<file path="src/rtl/qed_dup_scheduler_pkg.sv">
// rtl/qed_dup_scheduler_pkg.sv - shared QED scheduler state encoding and default parameters
package qed_dup_scheduler_pkg;

  typedef enum logic [2:0] {
    ST_IDLE,
    ST_ORIG,
    ST_DRAIN,
    ST_DUP,
    ST_CHECK
  } qed_state_t;

  localparam int QED_CNT_W     = 8;
  localparam int QED_MAX_ORIG  = 16;
  localparam int QED_DRAIN_CYC = 4;

endpackage

</file>
<file path="src/rtl/qed_up_counter.sv">
// rtl/qed_up_counter.sv - width-parameterized up counter with sync clear/enable
// Saturates at all-ones so a misbehaving controller can never wrap it.
module qed_up_counter #(
  parameter int W = 8
) (
  input  logic         clk,
  input  logic         rst,
  input  logic         clr,
  input  logic         en,
  output logic [W-1:0] cnt
);

  always_ff @(posedge clk) begin
    if (rst || clr) begin
      cnt <= '0;
    end else if (en && (cnt != '1)) begin
      cnt <= cnt + W'(1);
    end
  end

endmodule

</file>
<file path="src/rtl/qed_dup_scheduler.sv">
// rtl/qed_dup_scheduler.sv - QED original/duplicate instruction stream scheduler
// Runs an original fetch phase, drains, replays the same count as duplicates, then pulses qed_check.
module qed_dup_scheduler
  import qed_dup_scheduler_pkg::*;
#(
  parameter int CNT_W     = QED_CNT_W,
  parameter int MAX_ORIG  = QED_MAX_ORIG,
  parameter int DRAIN_CYC = QED_DRAIN_CYC
) (
  input  logic             clk,
  input  logic             rst,
  input  logic             ena,
  input  logic             start,
  input  logic             force_dup,
  input  logic             fetch_vld,
  output logic             exec_dup,
  output logic             fetch_hold,
  output logic             busy,
  output logic             qed_check,
  output logic [CNT_W-1:0] orig_cnt,
  output logic [CNT_W-1:0] dup_cnt,
  output logic             err
);

  localparam int DW = $clog2(DRAIN_CYC + 1);
  localparam logic [CNT_W-1:0] MAX_C      = CNT_W'(MAX_ORIG);
  localparam logic [DW-1:0]    DRAIN_LAST = DW'(DRAIN_CYC - 1);

  qed_state_t       state, state_nxt;
  logic [DW-1:0]    drain_cnt;
  logic [CNT_W-1:0] orig_inc, dup_inc;
  logic             seq_clr, orig_en, dup_en, drain_en, err_set;
  logic             exec_dup_q, fetch_hold_q;

  assign orig_inc = orig_cnt + CNT_W'(fetch_vld);
  assign dup_inc  = dup_cnt + CNT_W'(fetch_vld);

  always_comb begin
    state_nxt = state;
    seq_clr   = 1'b0;
    orig_en   = 1'b0;
    dup_en    = 1'b0;
    drain_en  = 1'b0;
    err_set   = 1'b0;
    if (!ena) begin
      state_nxt = ST_IDLE;
    end else begin
      case (state)
        ST_IDLE: begin
          if (start) begin
            state_nxt = ST_ORIG;
            seq_clr   = 1'b1;
          end
        end
        ST_ORIG: begin
          orig_en = fetch_vld;
          // A fetch coinciding with force_dup is counted before the zero test.
          if ((fetch_vld && (orig_inc == MAX_C)) || (force_dup && (orig_inc != '0)))
            state_nxt = ST_DRAIN;
        end
        ST_DRAIN: begin
          drain_en = 1'b1;
          err_set  = fetch_vld;
          if (drain_cnt == DRAIN_LAST)
            state_nxt = ST_DUP;
        end
        ST_DUP: begin
          dup_en = fetch_vld;
          if (fetch_vld && (dup_inc == orig_cnt))
            state_nxt = ST_CHECK;
        end
        ST_CHECK: begin
          err_set   = fetch_vld;
          state_nxt = ST_IDLE;
        end
        default: state_nxt = ST_IDLE;
      endcase
    end
  end

  always_ff @(posedge clk) begin
    if (rst) begin
      state        <= ST_IDLE;
      exec_dup_q   <= 1'b0;
      fetch_hold_q <= 1'b0;
      err          <= 1'b0;
    end else begin
      state        <= state_nxt;
      exec_dup_q   <= (state_nxt == ST_DUP);
      fetch_hold_q <= (state_nxt == ST_DRAIN) || (state_nxt == ST_CHECK);
      if (err_set)
        err <= 1'b1;
    end
  end

  assign exec_dup   = exec_dup_q;
  assign fetch_hold = fetch_hold_q;
  assign busy       = (state != ST_IDLE);
  assign qed_check  = (state == ST_CHECK);

  qed_up_counter #(.W(CNT_W)) u_orig_cnt (
    .clk (clk),
    .rst (rst),
    .clr (seq_clr),
    .en  (orig_en),
    .cnt (orig_cnt)
  );

  qed_up_counter #(.W(CNT_W)) u_dup_cnt (
    .clk (clk),
    .rst (rst),
    .clr (seq_clr),
    .en  (dup_en),
    .cnt (dup_cnt)
  );

  qed_up_counter #(.W(DW)) u_drain_cnt (
    .clk (clk),
    .rst (rst),
    .clr (seq_clr),
    .en  (drain_en),
    .cnt (drain_cnt)
  );

endmodule

</file>
<file path="config.mk">
export PLATFORM = sky130hd
export DESIGN_NAME = qed_dup_scheduler
export DESIGN_NICKNAME = d
export VERILOG_FILES = /design/src/rtl/qed_dup_scheduler_pkg.sv /design/src/rtl/qed_up_counter.sv /design/src/rtl/qed_dup_scheduler.sv
export SDC_FILE = /design/constraint.sdc
export NUM_CORES = 1
export LEC_CHECK = 0
export ABC_AREA = 1
export BUFFER_PORTS_ARGS = -buffer_cell sky130_fd_sc_hd__buf_2
export CAP_MARGIN = 40
export CORE_MARGIN = 4
export CORE_UTILIZATION = 55
export DETAILED_ROUTE_END_ITERATION = 8
export PLACE_DENSITY = 0.81
export REMOVE_ABC_BUFFERS = 1
export SETUP_SLACK_MARGIN = 0.5
export SLEW_MARGIN = 40
export SYNTH_ARGS = -nofsm -noshare
export SYNTH_HDL_FRONTEND = slang
export SYNTH_SLANG_ARGS = --single-unit
</file>
<file path="constraint.sdc">
create_clock -name clk -period 2.6 [get_ports clk]
set_clock_uncertainty 0.15 [all_clocks]
set_input_delay 0.39 -clock clk [delete_from_list [all_inputs] [get_ports clk]]
set_output_delay 0.39 -clock clk [all_outputs]
set_load 0.02 [all_outputs]
</file>
# Yosys cells after proc, flatten, opt, wreduce, memory -nomap -nowiden
# Cells that the tools add are included.
[op_classes]
n_eq_ne = 13
n_reduce_logical = 13
addsub = 5
mux = 17
[ops]
columns = ["cell", "count"]
rows = [
  ["adder 8 x 1 -> 8 bit", 2],
  ["adder 8 x 1 -> 8 bit (second input constant)", 2],
  ["!= test 8 bit (second input constant)", 2],
  ["== test 3 x 2 -> 1 bit (second input constant)", 5],
  ["two-way mux 3 bit", 5],
  ["case mux 3 bit (4 select lines)", 1],
  ["two-way mux 1 bit", 11],
  ["== test 8 x 5 -> 1 bit (second input constant)", 1],
  ["== test 8 bit", 1],
  ["nonzero test 8 bit", 1],
  ["== test 3 bit (second input constant)", 2],
  ["logical AND 1 bit", 6],
  ["adder 3 x 1 -> 3 bit (second input constant)", 1],
  ["== test 3 x 1 -> 1 bit (second input constant)", 1],
  ["zero test 3 bit", 1],
  ["logical OR 1 bit", 3],
  ["!= test 3 bit (second input constant)", 1],
  ["nonzero test 3 bit", 1],
  ["OR reduction 2 bit", 1],
]
[word_totals]
word_cells = 55
in_bits = 6
ff_bits = 25

# Logic depth before layout (Yosys ltp)
[logic_depth]
ltp_word = 9
ltp_mapped = 14
mapped_depth_nobuf = 14

# Modules after synthesis
# Synthesis repeated with hierarchy kept, for this count alone.
[hier_totals]
cells_unflattened = 315
area_unflattened_um2 = 1931.9
[by_module_without_submodules]
columns = ["mod", "area_per_inst_um2", "cells_per_inst", "instances"]
rows = [
  ["qed_up_counter at u_dup_cnt ...", 447.9, 67, 2],
  ["qed_dup_scheduler", 877.1, 158, 1],
  ["qed_up_counter at u_drain_cnt", 158.9, 23, 1],
]

# Least setup slack after synthesis
# OpenSTA, ideal clock, no wires.
[synth_timing]
kind = "register -> register"
start = "register u_dup_cnt.cnt[0]"
end = "register fetch_hold_q (netlist: fetch_hold)"
t_required_ns = 2.336
t_arrival_ns = 1.726
path_stages_with_launch = 14
slack_ns = 0.610
synth_period_minus_slack_ns = 1.990
n_path_buf = 0
path_cell_list = "dfxtp_1 ha_1 ha_1 nand2_1 inv_1 nand2_1 nand2_1 nand2_1 nor2_2 nand4_1 o21bai_1 nand2_1 a21oi_1 nor2_1"
[synth_between]
elab_chain_cells = 8
word_cells_on_any_way = 9
[synth_rtl]
columns = ["element", "line_no", "source"]
rows = [
  ["start: declaration", "qed_up_counter.sv:10", "output logic [W-1:0] cnt"],
  ["start signal: assignment", "qed_up_counter.sv:17", "cnt <= cnt + W'(1);"],
  ["adder 8 x 1 -> 8 bit (*)", "qed_dup_scheduler.sv:36", "assign dup_inc = dup_cnt + CNT_W'(fetch_vld);"],
  ["== test 8 bit (*)", "qed_dup_scheduler.sv:69", "if (fetch_vld && (dup_inc == orig_cnt))"],
  ["logical AND 1 bit (*)", "qed_dup_scheduler.sv:69", ""],
  ["two-way mux 3 bit (*)", "qed_dup_scheduler.sv:69", ""],
  ["case mux 3 bit (4 select lines) (*)", "qed_dup_scheduler.sv:48", "case (state)"],
  ["two-way mux 3 bit (*)", "qed_dup_scheduler.sv:45", "if (!ena) begin"],
  ["== test 3 x 2 -> 1 bit or == test 3 bit (tied branches)", "qed_dup_scheduler.sv:90", "fetch_hold_q <= (state_nxt == ST_DRAIN) || (state_nxt == ST_CHECK);"],
  ["logical OR 1 bit (*)", "qed_dup_scheduler.sv:90", ""],
  ["end signal: assignment", "qed_dup_scheduler.sv:90", ""],
  ["end: declaration", "qed_dup_scheduler.sv:33", "logic exec_dup_q, fetch_hold_q;"],
]
# Every way passes the cells marked *; elsewhere a longest branch is shown, timed or not.
# A chain may end at the register's enable or synchronous reset.

# Worst setup path after layout
# Ends and elaborated chain as after synthesis.

==> results.yml <==
cells_and_area:
  mostFrequentLayoutCells: "74 x nand2_1, 37 x inv_1, 26 x nor2_1, 26 x buf_2, 21 x dfxtp_1"
  drive_above_1_share_pct: 19.73
  nFillCells: 269
  area_delta_synth_final_pct: 13.52
  antenna_cells: 0
  nets: 311
  mostFrequentLayoutCell: "nand2_1"
floorplanning:
  die_x_microns: 63.79
  die-area_sq_mm: 0.004069
  core_sq_mm: 0.002853
  start_util_pct: 60.00
  rows: 19
  die_h_microns: 63.79
  top_level_ports: 27
power:
  p_leak_nw: 0.9434
  combinationalPowerShare_pct: 8.6
  switchingPower_uw: 154.5
  ir_drop_mv: 0.2932
  p_seq_share_pct: 62.6
  internal_power_uw: 461.8
  switching_share_pct: 25.06
  power_density_mw_per_mm2: 317.2
  clkPwrFrac_pct: 28.8
yosys:
  synth-xor-area-share_pct: 1.023
  synthFlopType: "dfxtp_1"
  avgSynthCellArea_sq_um: 6.411
  ys_types: 29
  synthAdderAreaFrac_pct: 7.310
  synth_edf_count: 0
  netlist_area_sq_mm: 0.001712
  synth-seq-cells: 25
  synth-simple-area-share_pct: 39.33
  synthMuxAreaShare_pct: 0
  ys_warn_count: 0
  synth-seq-area-share_pct: 29.24
  async_flop_share_pct: 0
  synth_compound_area_share_pct: 11.92
  syn_inst: 267
  synth_top_family_by_area: "simple AND/OR/NAND/NOR gates"
cts:
  clock-sinks: 25
  tritoncts: "done"
  cts_buffer_depth: 2
  cts_buffers: 3
  clk_latency_ns: 0.32
  ctsHtreeMaxLevel: 1
  clock-root-buffer: "clkbuf_4"
  clk_pin_slew_ns: 0.13
setup_path:
  slowest_stage: "dfxtp_4"
  crit_top_cell: "nand2_1"
  path_cells: "ha_4, ha_4, inv_1, nand2_1, nand2_1, nor2_1, nand3_1, nor2_2, nand4_1, o21bai_1, nand2_1, a21oi_2, nor2_1"
  critPathKind: "flop to flop"
  rrSetupSlack_ns: 0.56
  slowest_delay_ns: 0.39
  required_ns: 2.69
  startpoint_type: "flop"
  path_delay_family: "simple AND/OR/NAND/NOR gates"
  path_buf_inv: 1
  cp-end-kind: "flop"
  cp.arrival_ns: 2.13
  path_max_fanout: 5
sta:
  max_freq_mhz: 490.7
  finalSetupViolCount: 0
  slew_headroom_pct: 63.76
  final.min_clock_period_ns: 2.038
  worst-slew-pin-transition_ns: 0.5395
  finalMaxSlewViolations: 0
  post-route-period-util_pct: 78.38
  holdWs_ns: 0.1055
  finalHoldViolCount: 0
  rsz0062_at_grt: "yes"
  setup_tns_ns: 0
hold_path:
  holdCritPathClass: "input port to flop"
route:
  wirelength_mm: 3.816
  drt_iter0_markers: 123
  num_vias: 1734
  drcViolationCount: 0
  first_pass_iters: 4
  drtAntennaViolNets: 0
  wl_per_cell_microns: 11.74
  vias_per_cell: 5.335
global_routing:
  grt_pass1_vias: 1487
  antenna_found_initial: 0
  grt_max_degree: 14
  grt-ovfl-total: 0
  track_usage_pct: 19.63
  grt_pass1_wl_mm: 6.506
flow_run:
  cap_viol_max_count: 0
place:
  io_buffers: 26
  hpwl_mm: 2.950
  place.gp.congestion: 0.8818
outcome:
  status: "complete, no violations"
## worst register-to-register path, cell delays in order, from the launching register on
cell and delay, ns:
dfxtp_4 0.39, ha_4 0.17, ha_4 0.26, inv_1 0.03
nand2_1 0.05, nand2_1 0.05, nor2_1 0.08, nand3_1 0.08
nor2_2 0.11, nand4_1 0.14, o21bai_1 0.17, nand2_1 0.10
a21oi_2 0.14, nor2_1 0.04
## Yosys cell counts (all sizes together), types with 2 or more instances
cell / number / share of area (%)
inv: 41 / 9.0
buf: 3 / 1.3
a221oi: 2 / 1.0
dfxtp: 25 / 29
nand2: 78 / 18
nand3: 19 / 6.1
clkinv: 3 / 0.66
nand4: 7 / 2.6
a21oi: 17 / 5.0
xnor2: 2 / 1.0
nor3: 6 / 2.7
ha: 10 / 7.3
nor2: 32 / 8.8
o21a: 2 / 0.88
o21ai: 15 / 4.6
## worst paths after layout
| kind | endpoint | cells past startpoint | startpoint |
|---|---|---|---|
| worst max register to register | fetch_hold | 13 | u_dup_cnt.cnt[0] |
| worst min-delay path | err | 2 | rst |
| worst max-delay path | fetch_hold | 13 | u_dup_cnt.cnt[0] |
| worst min register to register | err | 2 | err |
## power groups by stage
stage	combinational, mW	sequential, mW	clock [mW]
floorplan	0.0320	0.396	0
global placement	0.0505	0.396	0
detailed placement	0.0513	0.396	0
CTS	0.0513	0.387	0.183
global route	0.0610	0.386	0.199
finish	0.0530	0.386	0.178
## area by class of cell
type | instances | area, sq um | share of cell area [%]
flip-flops and latches | 25 | 510.5 | 26.27
clock buffers | 4 | 26.28 | 1.352
multi-input cells | 194 | 1065 | 54.80
inverters | 44 | 165.2 | 8.500
well taps | 31 | 38.79 | 1.996
repair buffers | 27 | 137.6 | 7.083
## metal layers
metal | up-vias | routed length [microns] | share of wire (%) | GRT usage [%]
met2 | 42 | 1698 | 44 | 31.35
met4 | 0 | 53 | 1.4 | 5.660
met5 | - | 0 | 0 | 0
met1 | 777 | 1797 | 47 | 27.34
li1 | 910 | - | - | -
met3 | 5 | 268 | 7.0 | 2.977
## logic make-up after synthesis
| group | after synthesis |
|---|---|
| xor gates and xnor gates | 2 |
| buffers and inverters | 48 |
| and+or+nand+nor | 145 |
| adders and majority gates | 10 |
| DFF | 25 |
| AOI/OAI and AO/OA | 37 |
## what timing repair did
action	CTS	global route
setup endpoints to repair	0	4
setup buffers	0	0
hold buffers	0	0
resized for setup	0	14
## flip-flops by register name (all words and copies together) (netlist names)
| register | count |
|---|---|
| fetch_hold | 1 |
| u_dup_cnt.cnt | 8 |
| u_drain_cnt.cnt | 3 |
| exec_dup | 1 |
| u_orig_cnt.cnt | 8 |
| err | 1 |
| state | 3 |
## metrics by stage
step           worst slack (ns)  util [%]  instance area (sq um)  power [mW]  instances
6_report                 0.5622     68.11                   1943      0.6163        325
5_1_grt                  0.4293     68.11                   1943      0.6466        325
4_1_cts                  0.5077     66.18                   1888      0.6214        325
3_5_place_dp             0.3464     65.26                   1862      0.4471        321
3_3_place_gp             0.3926     65.26                   1862      0.4463        321
2_1_floorplan            0.6099         -                   1685      0.4282        263
Note: power is estimated with default switching activity, not from simulation.
